`config.mk`:
```
export PLATFORM = sky130hd
export DESIGN_NAME = spi_txn_sequencer_flat
export DESIGN_NICKNAME = d
export VERILOG_FILES = /design/src/rtl/spi_txn_sequencer_pkg.sv /design/src/rtl/spi_txn_sequencer_if.sv /design/src/rtl/spi_txn_sequencer_clk_div.sv /design/src/rtl/spi_txn_sequencer.sv /design/src/flat_wrapper.sv
export SDC_FILE = /design/constraint.sdc
export NUM_CORES = 1
export LEC_CHECK = 0
export BUFFER_PORTS_ARGS = -buffer_cell sky130_fd_sc_hd__buf_2
export CAP_MARGIN = 30
export CORE_UTILIZATION = 50
export CTS_CLUSTER_DIAMETER = 200
export DETAILED_ROUTE_END_ITERATION = 8
export MAX_ROUTING_LAYER = met4
export PLACE_DENSITY = 0.85
export SLEW_MARGIN = 20
export SYNTH_ARGS = -nofsm -noshare
export SYNTH_HDL_FRONTEND = slang
export SYNTH_SLANG_ARGS = --single-unit
```
`constraint.sdc`:
```
create_clock -name pclk_i -period 1.9 [get_ports pclk_i]
set_input_delay 0 -clock pclk_i [delete_from_list [all_inputs] [get_ports pclk_i]]
set_output_delay 0 -clock pclk_i [all_outputs]
set_load 0.005 [all_outputs]
```
`src/rtl/spi_txn_sequencer_pkg.sv`:
```
// Shared definitions for the SPI transaction sequencer: FSM encoding,
// slave-index field geometry and clock-divider defaults.
package spi_txn_sequencer_pkg;

  typedef enum logic [2:0] {
    ST_IDLE,
    ST_LOAD,
    ST_SETUP,
    ST_SHIFT,
    ST_HOLD,
    ST_GAP,
    ST_DONE
  } state_t;

  // Slave index lives in the top SLV_FIELD_W bits of each address byte.
  localparam int SLV_FIELD_W = 2;
  localparam int DEF_CLK_DIV = 4;

  function automatic int cnt_width(input int n);
    return (n > 1) ? $clog2(n) : 1;
  endfunction

endpackage

```
`src/rtl/spi_txn_sequencer_if.sv`:
```
// Register-file / SPI-pin bundle of the transaction sequencer.
// The master modport is the sequencer's own view.
interface spi_txn_sequencer_if #(
  parameter int NUM_OF_SLAVES = 3,
  parameter int WIDTH         = 8,
  parameter int MAX_TXNS      = 8
);
  localparam int IDXW = $clog2(MAX_TXNS);

  logic                     start_i;
  logic [IDXW-1:0]          num_txns_i;
  logic [IDXW-1:0]          rd_idx_o;
  logic [WIDTH-1:0]         addr_byte_i;
  logic [WIDTH-1:0]         data_byte_i;
  logic                     rx_we_o;
  logic [IDXW-1:0]          rx_idx_o;
  logic [WIDTH-1:0]         rx_data_o;
  logic                     busy_o;
  logic                     done_o;
  logic                     err_o;
  logic                     sclk;
  logic                     mosi;
  logic                     miso;
  logic [NUM_OF_SLAVES-1:0] ssel;

  modport master (
    input  start_i, num_txns_i, addr_byte_i, data_byte_i, miso,
    output rd_idx_o, rx_we_o, rx_idx_o, rx_data_o, busy_o, done_o, err_o,
           sclk, mosi, ssel
  );

  modport slave (
    output start_i, num_txns_i, addr_byte_i, data_byte_i, miso,
    input  rd_idx_o, rx_we_o, rx_idx_o, rx_data_o, busy_o, done_o, err_o,
           sclk, mosi, ssel
  );

endinterface

```
`src/rtl/spi_txn_sequencer_clk_div.sv`:
```
// Loadable half-period down-counter; tick is high in the last cycle of
// every CLK_DIV-cycle period. load restarts a full period next cycle.
module spi_clk_div
  import spi_txn_sequencer_pkg::*;
#(
  parameter int CLK_DIV = DEF_CLK_DIV
) (
  input  logic pclk_i,
  input  logic prst_i,
  input  logic load,
  output logic tick
);
  localparam int             CW     = cnt_width(CLK_DIV);
  localparam logic [CW-1:0]  RELOAD = CW'(CLK_DIV - 1);

  logic [CW-1:0] cnt_q;

  always_ff @(posedge pclk_i or posedge prst_i) begin
    if (prst_i) begin
      cnt_q <= '0;
    end else if (load || (cnt_q == '0)) begin
      cnt_q <= RELOAD;
    end else begin
      cnt_q <= cnt_q - CW'(1);
    end
  end

  assign tick = (cnt_q == '0);

endmodule

```
`src/rtl/spi_txn_sequencer.sv`:
```
// SPI mode-3 master walking the register-file transaction list: address
// byte then data byte per entry, data-phase miso byte returned for write-back.
module spi_txn_sequencer
  import spi_txn_sequencer_pkg::*;
#(
  parameter int NUM_OF_SLAVES = 3,
  parameter int WIDTH         = 8,
  parameter int MAX_TXNS      = 8,
  parameter int CLK_DIV       = DEF_CLK_DIV
) (
  input  logic                 pclk_i,
  input  logic                 prst_i,
  spi_txn_sequencer_if.master  bus
);
  localparam int IDXW = $clog2(MAX_TXNS);
  localparam int SRW  = 2 * WIDTH;
  localparam int BCW  = $clog2(SRW);
  localparam int SLVW = SLV_FIELD_W;

  state_t                   state_q, state_d;
  logic [IDXW-1:0]          idx_q, idx_d;
  logic [IDXW-1:0]          count_q, count_d;
  logic [SRW-1:0]           sr_q, sr_d;
  logic [WIDTH-1:0]         rx_sh_q, rx_sh_d;
  logic [BCW-1:0]           bit_q, bit_d;
  logic                     phase_q, phase_d;
  logic [SLVW-1:0]          slv_q, slv_d;
  logic                     err_q, err_d;
  logic                     rx_we_q, rx_we_d;
  logic [IDXW-1:0]          rx_idx_q, rx_idx_d;
  logic [WIDTH-1:0]         rx_data_q, rx_data_d;
  logic                     sclk_q, sclk_d;
  logic                     mosi_q, mosi_d;
  logic [NUM_OF_SLAVES-1:0] ssel_q, ssel_d;
  logic                     busy_q, busy_d;
  logic                     done_q, done_d;
  logic                     sel_active_d;
  logic [SLVW-1:0]          slv_addr;
  logic                     tick;

  assign slv_addr = bus.addr_byte_i[WIDTH-1 -: SLVW];

  spi_clk_div #(.CLK_DIV(CLK_DIV)) u_clk_div (
    .pclk_i (pclk_i),
    .prst_i (prst_i),
    .load   (state_q == ST_LOAD),
    .tick   (tick)
  );

  always_comb begin
    state_d   = state_q;
    idx_d     = idx_q;
    count_d   = count_q;
    sr_d      = sr_q;
    rx_sh_d   = rx_sh_q;
    bit_d     = bit_q;
    phase_d   = phase_q;
    slv_d     = slv_q;
    err_d     = err_q;
    rx_we_d   = 1'b0;
    rx_idx_d  = rx_idx_q;
    rx_data_d = rx_data_q;

    case (state_q)
      ST_IDLE: begin
        if (bus.start_i) begin
          count_d = bus.num_txns_i;
          idx_d   = '0;
          err_d   = 1'b0;
          state_d = ST_LOAD;
        end
      end
      ST_LOAD: begin
        sr_d    = {bus.addr_byte_i, bus.data_byte_i};
        slv_d   = slv_addr;
        rx_sh_d = '0;
        bit_d   = '0;
        phase_d = 1'b0;
        if (int'(slv_addr) >= NUM_OF_SLAVES) begin
          err_d   = 1'b1;
          state_d = ST_GAP;
        end else begin
          state_d = ST_SETUP;
        end
      end
      ST_SETUP: begin
        if (tick) state_d = ST_SHIFT;
      end
      // phase_q=0 is the sclk-low half; its end is the rising sclk edge.
      ST_SHIFT: begin
        if (tick) begin
          if (!phase_q) begin
            phase_d = 1'b1;
            if (bit_q >= BCW'(WIDTH)) rx_sh_d = {rx_sh_q[WIDTH-2:0], bus.miso};
          end else if (bit_q == BCW'(SRW - 1)) begin
            state_d = ST_HOLD;
          end else begin
            phase_d = 1'b0;
            bit_d   = bit_q + BCW'(1);
            sr_d    = {sr_q[SRW-2:0], 1'b1};
          end
        end
      end
      ST_HOLD: begin
        if (tick) begin
          rx_we_d   = 1'b1;
          rx_idx_d  = idx_q;
          rx_data_d = rx_sh_q;
          state_d   = ST_GAP;
        end
      end
      ST_GAP: begin
        if (tick) begin
          if (idx_q == count_q) begin
            state_d = ST_DONE;
          end else begin
            idx_d   = idx_q + IDXW'(1);
            state_d = ST_LOAD;
          end
        end
      end
      ST_DONE: state_d = ST_IDLE;
      default: state_d = ST_IDLE;
    endcase

    // Pin and status values are derived from the next state so they leave flops.
    sel_active_d = (state_d == ST_SETUP) || (state_d == ST_SHIFT) || (state_d == ST_HOLD);
    sclk_d       = !((state_d == ST_SHIFT) && !phase_d);
    mosi_d       = sel_active_d ? sr_d[SRW-1] : 1'b1;
    for (int i = 0; i < NUM_OF_SLAVES; i++) begin
      ssel_d[i] = sel_active_d && (slv_d == SLVW'(i));
    end
    busy_d = (state_d != ST_IDLE) && (state_d != ST_DONE);
    done_d = (state_d == ST_DONE);
  end

  always_ff @(posedge pclk_i or posedge prst_i) begin
    if (prst_i) begin
      state_q   <= ST_IDLE;
      idx_q     <= '0;
      count_q   <= '0;
      sr_q      <= '1;
      rx_sh_q   <= '0;
      bit_q     <= '0;
      phase_q   <= 1'b0;
      slv_q     <= '0;
      err_q     <= 1'b0;
      rx_we_q   <= 1'b0;
      rx_idx_q  <= '0;
      rx_data_q <= '0;
      sclk_q    <= 1'b1;
      mosi_q    <= 1'b1;
      ssel_q    <= '0;
      busy_q    <= 1'b0;
      done_q    <= 1'b0;
    end else begin
      state_q   <= state_d;
      idx_q     <= idx_d;
      count_q   <= count_d;
      sr_q      <= sr_d;
      rx_sh_q   <= rx_sh_d;
      bit_q     <= bit_d;
      phase_q   <= phase_d;
      slv_q     <= slv_d;
      err_q     <= err_d;
      rx_we_q   <= rx_we_d;
      rx_idx_q  <= rx_idx_d;
      rx_data_q <= rx_data_d;
      sclk_q    <= sclk_d;
      mosi_q    <= mosi_d;
      ssel_q    <= ssel_d;
      busy_q    <= busy_d;
      done_q    <= done_d;
    end
  end

  assign bus.rd_idx_o  = idx_q;
  assign bus.rx_we_o   = rx_we_q;
  assign bus.rx_idx_o  = rx_idx_q;
  assign bus.rx_data_o = rx_data_q;
  assign bus.busy_o    = busy_q;
  assign bus.done_o    = done_q;
  assign bus.err_o     = err_q;
  assign bus.sclk      = sclk_q;
  assign bus.mosi      = mosi_q;
  assign bus.ssel      = ssel_q;

endmodule

```
`src/flat_wrapper.sv`:
```
// flat-port wrapper written by rule: the top's interface ports become plain ports
module spi_txn_sequencer_flat import spi_txn_sequencer_pkg::*;
#(
  parameter int NUM_OF_SLAVES = 3,
  parameter int WIDTH         = 8,
  parameter int MAX_TXNS      = 8,
  parameter int CLK_DIV       = DEF_CLK_DIV
)
  (pclk_i, prst_i, bus_start_i, bus_num_txns_i, bus_addr_byte_i, bus_data_byte_i, bus_miso, bus_rd_idx_o, bus_rx_we_o, bus_rx_idx_o, bus_rx_data_o, bus_busy_o, bus_done_o, bus_err_o, bus_sclk, bus_mosi, bus_ssel);
  spi_txn_sequencer_if #(.NUM_OF_SLAVES(NUM_OF_SLAVES), .WIDTH(WIDTH), .MAX_TXNS(MAX_TXNS)) bus_i ();
  input  logic pclk_i;
  input  logic prst_i;
  input wire logic [$bits(bus_i.start_i)-1:0] bus_start_i;
  input wire logic [$bits(bus_i.num_txns_i)-1:0] bus_num_txns_i;
  input wire logic [$bits(bus_i.addr_byte_i)-1:0] bus_addr_byte_i;
  input wire logic [$bits(bus_i.data_byte_i)-1:0] bus_data_byte_i;
  input wire logic [$bits(bus_i.miso)-1:0] bus_miso;
  output wire logic [$bits(bus_i.rd_idx_o)-1:0] bus_rd_idx_o;
  output wire logic [$bits(bus_i.rx_we_o)-1:0] bus_rx_we_o;
  output wire logic [$bits(bus_i.rx_idx_o)-1:0] bus_rx_idx_o;
  output wire logic [$bits(bus_i.rx_data_o)-1:0] bus_rx_data_o;
  output wire logic [$bits(bus_i.busy_o)-1:0] bus_busy_o;
  output wire logic [$bits(bus_i.done_o)-1:0] bus_done_o;
  output wire logic [$bits(bus_i.err_o)-1:0] bus_err_o;
  output wire logic [$bits(bus_i.sclk)-1:0] bus_sclk;
  output wire logic [$bits(bus_i.mosi)-1:0] bus_mosi;
  output wire logic [$bits(bus_i.ssel)-1:0] bus_ssel;
  assign bus_i.start_i = bus_start_i;
  assign bus_i.num_txns_i = bus_num_txns_i;
  assign bus_i.addr_byte_i = bus_addr_byte_i;
  assign bus_i.data_byte_i = bus_data_byte_i;
  assign bus_i.miso = bus_miso;
  assign bus_rd_idx_o = bus_i.rd_idx_o;
  assign bus_rx_we_o = bus_i.rx_we_o;
  assign bus_rx_idx_o = bus_i.rx_idx_o;
  assign bus_rx_data_o = bus_i.rx_data_o;
  assign bus_busy_o = bus_i.busy_o;
  assign bus_done_o = bus_i.done_o;
  assign bus_err_o = bus_i.err_o;
  assign bus_sclk = bus_i.sclk;
  assign bus_mosi = bus_i.mosi;
  assign bus_ssel = bus_i.ssel;
  spi_txn_sequencer #(.NUM_OF_SLAVES(NUM_OF_SLAVES), .WIDTH(WIDTH), .MAX_TXNS(MAX_TXNS), .CLK_DIV(CLK_DIV)) u_core (.pclk_i(pclk_i), .prst_i(prst_i), .bus(bus_i));
endmodule
```
Yosys cells after proc, flatten, opt, wreduce, memory -nomap -nowiden
Cells that the tools add are included.
- $add $sub $neg: 3
- $mul: 0
- div/mod/pow operators: 0
- order comparisons: 2
- equal/unequal tests: 23
- shift operators: 0
- muxes and demuxes: 38
- bitwise logic cells: 0
- reductions and logical operators: 23
- operators by type and width (kind ; number):
    $mux W16 ; 3
    $mux W3 ; 12
    $pmux W16 S2 ; 1
    $mux W8 ; 3
    $pmux W3 S6 ; 1
    $pmux W8 S2 ; 1
    $eq A3 B2 Y1 const B ; 4
    $eq A3 B3 Y1 const B ; 4
    $mux W4 ; 3
    $reduce_and A4 Y1 ; 3
    $ne A2 B1 Y1 const B ; 5
    $mux W1 ; 8
    $ne A2 B2 Y1 const B ; 4
    $pmux W4 S2 ; 1
    $pmux W3 S2 ; 1
    $reduce_bool A2 Y1 ; 3
    $logic_and A1 B1 Y1 ; 5
    $add A4 B1 Y4 const B ; 1
    $eq A4 B4 Y1 const B ; 1
    $ge A4 B4 Y1 const B ; 1
    $logic_not A2 Y1 ; 2
    $mux W2 ; 2
    $pmux W1 S2 ; 2
    $reduce_and A2 Y1 ; 2
    13 further kinds ; 16
- register bits: 62
- bits in latches: 0
- RAM bits: 0
- memory bits (read-only): 0
- memories kept: 0

Depth between registers and ports, before layout
- depth in word-level cells: 9
- mapped depth: 9
- depth with buffers taken out: 7

Modules after synthesis
From an unflattened synthesis, not the netlist that was laid out.
- cells, all modules: 240
- area, all modules: 2695.1 um^2
- by module, submodules not included (module ; times used ; cells an instance ; area an instance (um^2) ; seq. area each (um^2)):
    spi_txn_sequencer ; 1 ; 232 ; 2603.7 ; 1524.0
    spi_clk_div ; 1 ; 8 ; 91.3 ; 50.0

Worst setup path before layout
No wires, ideal clock.
- path type: reg-to-reg
- start: register u_core.u_clk_div.cnt_q[0]
- end: register u_core.rx_data_q[0] (netlist: u_core.bus.rx_data_o[0])
- library setup time: 0.125 ns
- arrival: 1.737 ns
- slack: 0.038 ns
- stages on the path, launching flop included: 7
- path buffers: 2
- cells stage by stage: dfrtp_1 inv_1 ha_1 clkbuf_1 nor3b_1 buf_2 mux2_2
- word-level cells in the longest chain between the ends: 2
- RTL lines (element ; RTL line ; text):
    start: declaration ; spi_txn_sequencer_clk_div.sv:16 ; logic [CW-1:0] cnt_q;
    start signal: assignment ; spi_txn_sequencer_clk_div.sv:24 ; cnt_q <= cnt_q - CW'(1);
    $logic_not A2 Y1 ; spi_txn_sequencer_clk_div.sv:28 ; assign tick = (cnt_q == '0);
    $reduce_and A2 Y1 (no source line) ; - ;
    end signal: assignment ; spi_txn_sequencer.sv:168 ; rx_data_q <= rx_data_d;
    end: declaration ; spi_txn_sequencer.sv:31 ; logic [WIDTH-1:0] rx_data_q, rx_data_d;
Every way passes these cells.
A chain may end at the register's enable or synchronous reset.

Worst setup path after layout
- start: register u_core.bit_q[0]
- end: register u_core.sclk_q (netlist: u_core.bus.sclk)
- word-level cells in the longest chain between the ends: 8
- elaborated cells between the ends (all ways): 13
- classes of those cells: eq/ne: 2; mux: 8; reduce/logical: 3
- RTL lines (element ; RTL line ; text):
    start: declaration ; spi_txn_sequencer.sv:25 ; logic [BCW-1:0] bit_q, bit_d;
    start signal: assignment ; spi_txn_sequencer.sv:162 ; bit_q <= bit_d;
    $eq A4 B4 Y1 * ; spi_txn_sequencer.sv:95 ; end else if (bit_q == BCW'(SRW - 1)) begin
    $mux W3 / $mux W1 (equally long branches) ; spi_txn_sequencer.sv:95 ;
    $mux W3 / $mux W1 (equally long branches) ; spi_txn_sequencer.sv:92 ; if (!phase_q) begin
    $mux W3 / $mux W1 (equally long branches) ; spi_txn_sequencer.sv:91 ; if (tick) begin
    $pmux W3 S6 / $pmux W1 S2 (equally long branches) ; spi_txn_sequencer.sv:64 ; case (state_q)
    $eq A3 B2 Y1 / $logic_not A1 Y1 (equally long branches) ; spi_txn_sequencer.sv:128 ; sclk_d = !((state_d == ST_SHIFT) && !phase_d);
    $logic_and A1 B1 Y1 * ; spi_txn_sequencer.sv:128 ;
    $logic_not A1 Y1 * ; spi_txn_sequencer.sv:128 ;
    net u_core.sclk_d ; spi_txn_sequencer.sv:32 ; logic sclk_q, sclk_d;
    end signal: assignment ; spi_txn_sequencer.sv:169 ; sclk_q <= sclk_d;
    end: declaration ; spi_txn_sequencer.sv:32 ;
The timed path passes the listed nets; every way through them passes the cells marked *.

==> flow_summary_export.csv <==
group,metric,value,unit
critical_path,crit_family,"simple AND/OR/NAND/NOR gates",
cells_and_area,area_growth,28.8,%
critical_path,reg2reg_setup_slack,0.12,ns
floorplanning,row_count,26,
power,swShare,32.5,%
critical_path,worstPathMaxFanout,3,
cts,insertion_delay,0.34,ns
floorplanning,fp.dieArea,0.00575,mm2
global_route,grt-ovfl-total,0,
power,p_leak,1.70,nW
cts,clock-sinks,62,
routing,routed_via_density,5.17,
job,cap_violations,0,
critical_path,crit_path_start,"u_core.bit_q[0]$_DFFE_PP0P_",
timing,slew_headroom,60.7,%
timing,hold_violations,0,
global_route,grt_max_degree,36,
place,routabilityCongestion,0.858,
critical_path,crit_slowest_cell,"dfrtp_1",
global_route,antenna_found_initial,0,
power,p_int,3.04,mW
critical_path,start_kind,"flop",
worst_hold_path,hold_depth,4,
timing,setup_viol,0,
critical_path,worstPathRequired,2.15,ns
yosys,syn_inst,251,
yosys,syn_area_per_cell,10.9,um2
power,power.total,4.50,mW
power,seqPwrFrac,45.3,%
cts,cts_tree,"done",
floorplanning,core_area,0.00517,mm2
yosys,syn_nets,278,
critical_path,cp.arrival,2.04,ns
yosys,seq_area_frac_synth,57.7,%
timing,rsz0062_at_grt,"no",
critical_path,reg2reg_depth,6,
floorplanning,ios,46,
critical_path,reg2reg_from,"u_core.bit_q[0]$_DFFE_PP0P_",
yosys,ys_seq_elements,62,
cells_and_area,drive_above_1_share,35.4,%
cts,cts_buffers,9,
critical_path,end_kind,"flop",
power,clkPwrFrac,24.9,%
timing,finalCriticalPeriod,1.78,ns
cts,cts_root_buffer,"clkbuf_8",
critical_path,worst-setup-path-type,"flop to flop",
cells_and_area,stdcell_area,0.00351,mm2
critical_path,worst-path-buf-inv,0,
floorplanning,die_y,75.9,um
routing,drt_iter0_drc,79,
yosys,yosys.cell_types.count,41,
yosys,synth_ff_type,"dfrtp_1",
place,placed_cell_area,0.00307,mm2
critical_path,cp.depth,6,
worst_hold_path,min_path_type,"input port to flop",
power,power.density,1280,mW/mm2
cells_and_area,n_fill_cell,390,
yosys,syn_area,0.00273,mm2
routing,first_pass_iters,5,
place,dp_hpwl,3.61,mm
timing,finalCritPeriodShare,93.9,%
routing,routedWlPerCell,13.2,um
timing,slew_violations,0,
timing,fmax,560,MHz
outcome,outcome,"finished, final reports clean",
cts,cts.clk_slew.worst_paths,0.07,ns
worst_hold_path,hold_path_startpoint,"bus_start_i",
floorplanning,die_w,75.9,um
yosys,synth_enable_flop_cells,0,
power,comb_power_share,29.7,%
power,vdd.ir_drop.worst,0.000729,V
cells_and_area,nets,355,
timing,tns,0,ns
global_route,grt_usage,21.3,%
global_route,grt_first_pass_wirelength,8.43,mm
floorplanning,start_util,52.7,%
cells_and_area,antenna_cells,0,
routing,drc,0,
routing,ant_nets,0,
critical_path,cp_cell_sequence,"ha_2, and3_1, a311oi_2, a211oi_2, and2_4, or3_1",
routing,wl,5.32,mm
cts,htreeDepth,3,
global_route,grt_pass1_vias,1898,
critical_path,max_stage_delay,0.40,ns
cells_and_area,utilization,67.9,%
routing,vias,2085,
timing,worstMarginPinSlew,0.588,ns
yosys,async_flop_share,100,%
place,port_buffers,45,
yosys,ys_warn_count,0,
timing,fin_skew,0.0122,ns
cts,max-clock-path-buffers,2,
power,switching_power,1.46,mW
-- sequential cells by signal, summed over array words and instances, names as in the netlist --
register	cells
u_core.bit_q	4
u_core.bus.busy_o	1
u_core.bus.done_o	1
u_core.bus.err_o	1
u_core.bus.mosi	1
u_core.bus.rd_idx_o	3
u_core.bus.rx_data_o	8
u_core.bus.rx_idx_o	3
u_core.bus.rx_we_o	1
u_core.bus.sclk	1
u_core.bus.ssel	3
u_core.count_q	3
u_core.phase_q	1
u_core.rx_sh_q	8
u_core.slv_q	2
u_core.sr_q	16
u_core.state_q	3
u_core.u_clk_div.cnt_q	2
-- worst reg2reg max path, delay by kind of cell (launching register included) --
family / cells / cell delay (ns)
AO/OA/AOI/OAI: 2 / 0.36
adder cells (fa/ha/maj): 1 / 0.20
AND/OR/NAND/NOR: 3 / 0.74
flip-flops: 1 / 0.40
-- worst paths after layout --
check / endpoint
worst max-delay path: u_core.bus.sclk$_DFF_PP1_
worst min-delay path: u_core.bus.err_o$_DFFE_PP0P_
worst max register to register: u_core.bus.sclk$_DFF_PP1_
worst min register to register: u_core.u_clk_div.cnt_q[0]$_DFF_PP0_
max in group asynchronous: u_core.sr_q[15]$_DFF_PP1_
min in group asynchronous: u_core.bit_q[0]$_DFFE_PP0P_
-- what timing repair did --
action / CTS / global route
endpoints found under the setup margin: 0 / 13
endpoints found under the hold margin: 35 / 0
gates resized for setup: 0 / 6
hold buffers: 21 / 0
buffers inserted: 0 / 1
-- power groups by stage --
| stage | combinational, mW | sequential [mW] | clock, mW |
|---|---|---|---|
| 6_report | 1.34 | 2.04 | 1.12 |
| 3_3_place_gp | 1.22 | 2.05 | 0 |
| 4_1_cts | 1.29 | 2.04 | 1.15 |
| 2_1_floorplan | 0.966 | 1.97 | 0 |
| 3_5_place_dp | 1.26 | 2.05 | 0 |
| 5_1_grt | 1.52 | 2.08 | 1.20 |
-- final cells by class --
class                           count  area, um2  area share [%]
Sequential cell                    62       1570            44.8
Multi-Input combinational cell    167       1080            30.8
Timing Repair Buffer               79        546            15.5
Clock buffer                       11        131            3.74
Tap cell                           70       87.6            2.49
Clock inverter                      5       60.1            1.71
Inverter                            9       33.8           0.962
-- placed cells by master (no fill, tap or decap), types with 2 or more instances in the layout --
| cell | n |
|---|---|
| inv_1 | 8 |
| dfrtp_1 | 44 |
| a22oi_1 | 14 |
| clkbuf_8 | 9 |
| nor2_1 | 8 |
| dlygate4sd3_1 | 21 |
| ha_1 | 3 |
| nand2_1 | 60 |
| clkbuf_1 | 2 |
| nor3_2 | 3 |
| mux2i_1 | 2 |
| dfstp_2 | 18 |
| and3_1 | 4 |
| nand3_1 | 4 |
| xnor2_1 | 3 |
| mux2_2 | 17 |
| buf_2 | 45 |
| a31oi_1 | 4 |
| o21ai_0 | 11 |
| nand2b_1 | 5 |
| nor3_1 | 3 |
| xor2_1 | 3 |
| buf_4 | 12 |
| nand4_1 | 2 |
-- cell families after synthesis --
| group | synth area share, % |
|---|---|
| multiplexers | 7.75 |
| flip-flops | 57.7 |
| AO/OA/AOI/OAI | 9.31 |
| AND/OR/NAND/NOR | 17.5 |
| buffers and inverters | 3.94 |
| adder cells (fa/ha/maj) | 1.83 |
| XOR/XNOR | 1.93 |
-- per-layer routing --
layer / track usage, % / part of all wire (%) / vias up
li1: - / - / 1013
met1: 24.7 / 44 / 1001
met2: 33.7 / 49 / 59
met3: 4.76 / 5.0 / 12
met4: 13.0 / 2.1 / 0
met5: - / 0 / -
-- metrics by stage --
step / std cells / setup slack, ns / hold slack, ns
floorplan: 251 / 0.0382 / 0.117
global placement: 365 / 0.128 / 0.0936
detailed placement: 365 / 0.0868 / 0.110
CTS: 402 / 0.0724 / 0.160
global route: 403 / 0.0297 / 0.177
finish: 403 / 0.116 / 0.180
-- cell usage after synthesis, types with 2 or more instances --
master | n | area (um2)
nor2_1 | 8 | 30.0
mux2i_1 | 2 | 20.0
nand2b_1 | 5 | 31.3
a22oi_1 | 14 | 105
clkbuf_1 | 3 | 11.3
nor3_1 | 5 | 25.0
dfrtp_1 | 44 | 1100
xnor2_1 | 3 | 26.3
buf_6 | 2 | 22.5
buf_2 | 8 | 40.0
inv_1 | 9 | 33.8
a31oi_1 | 5 | 31.3
nand4_1 | 2 | 12.5
ha_1 | 4 | 50.1
xor2_1 | 3 | 26.3
o21ai_0 | 11 | 55.1
nand2_1 | 60 | 225
dfstp_2 | 18 | 473
mux2_2 | 17 | 191
and3_1 | 4 | 25.0
nand3_1 | 4 | 20.0
No activity file was read; power rests on OpenSTA's default activity.
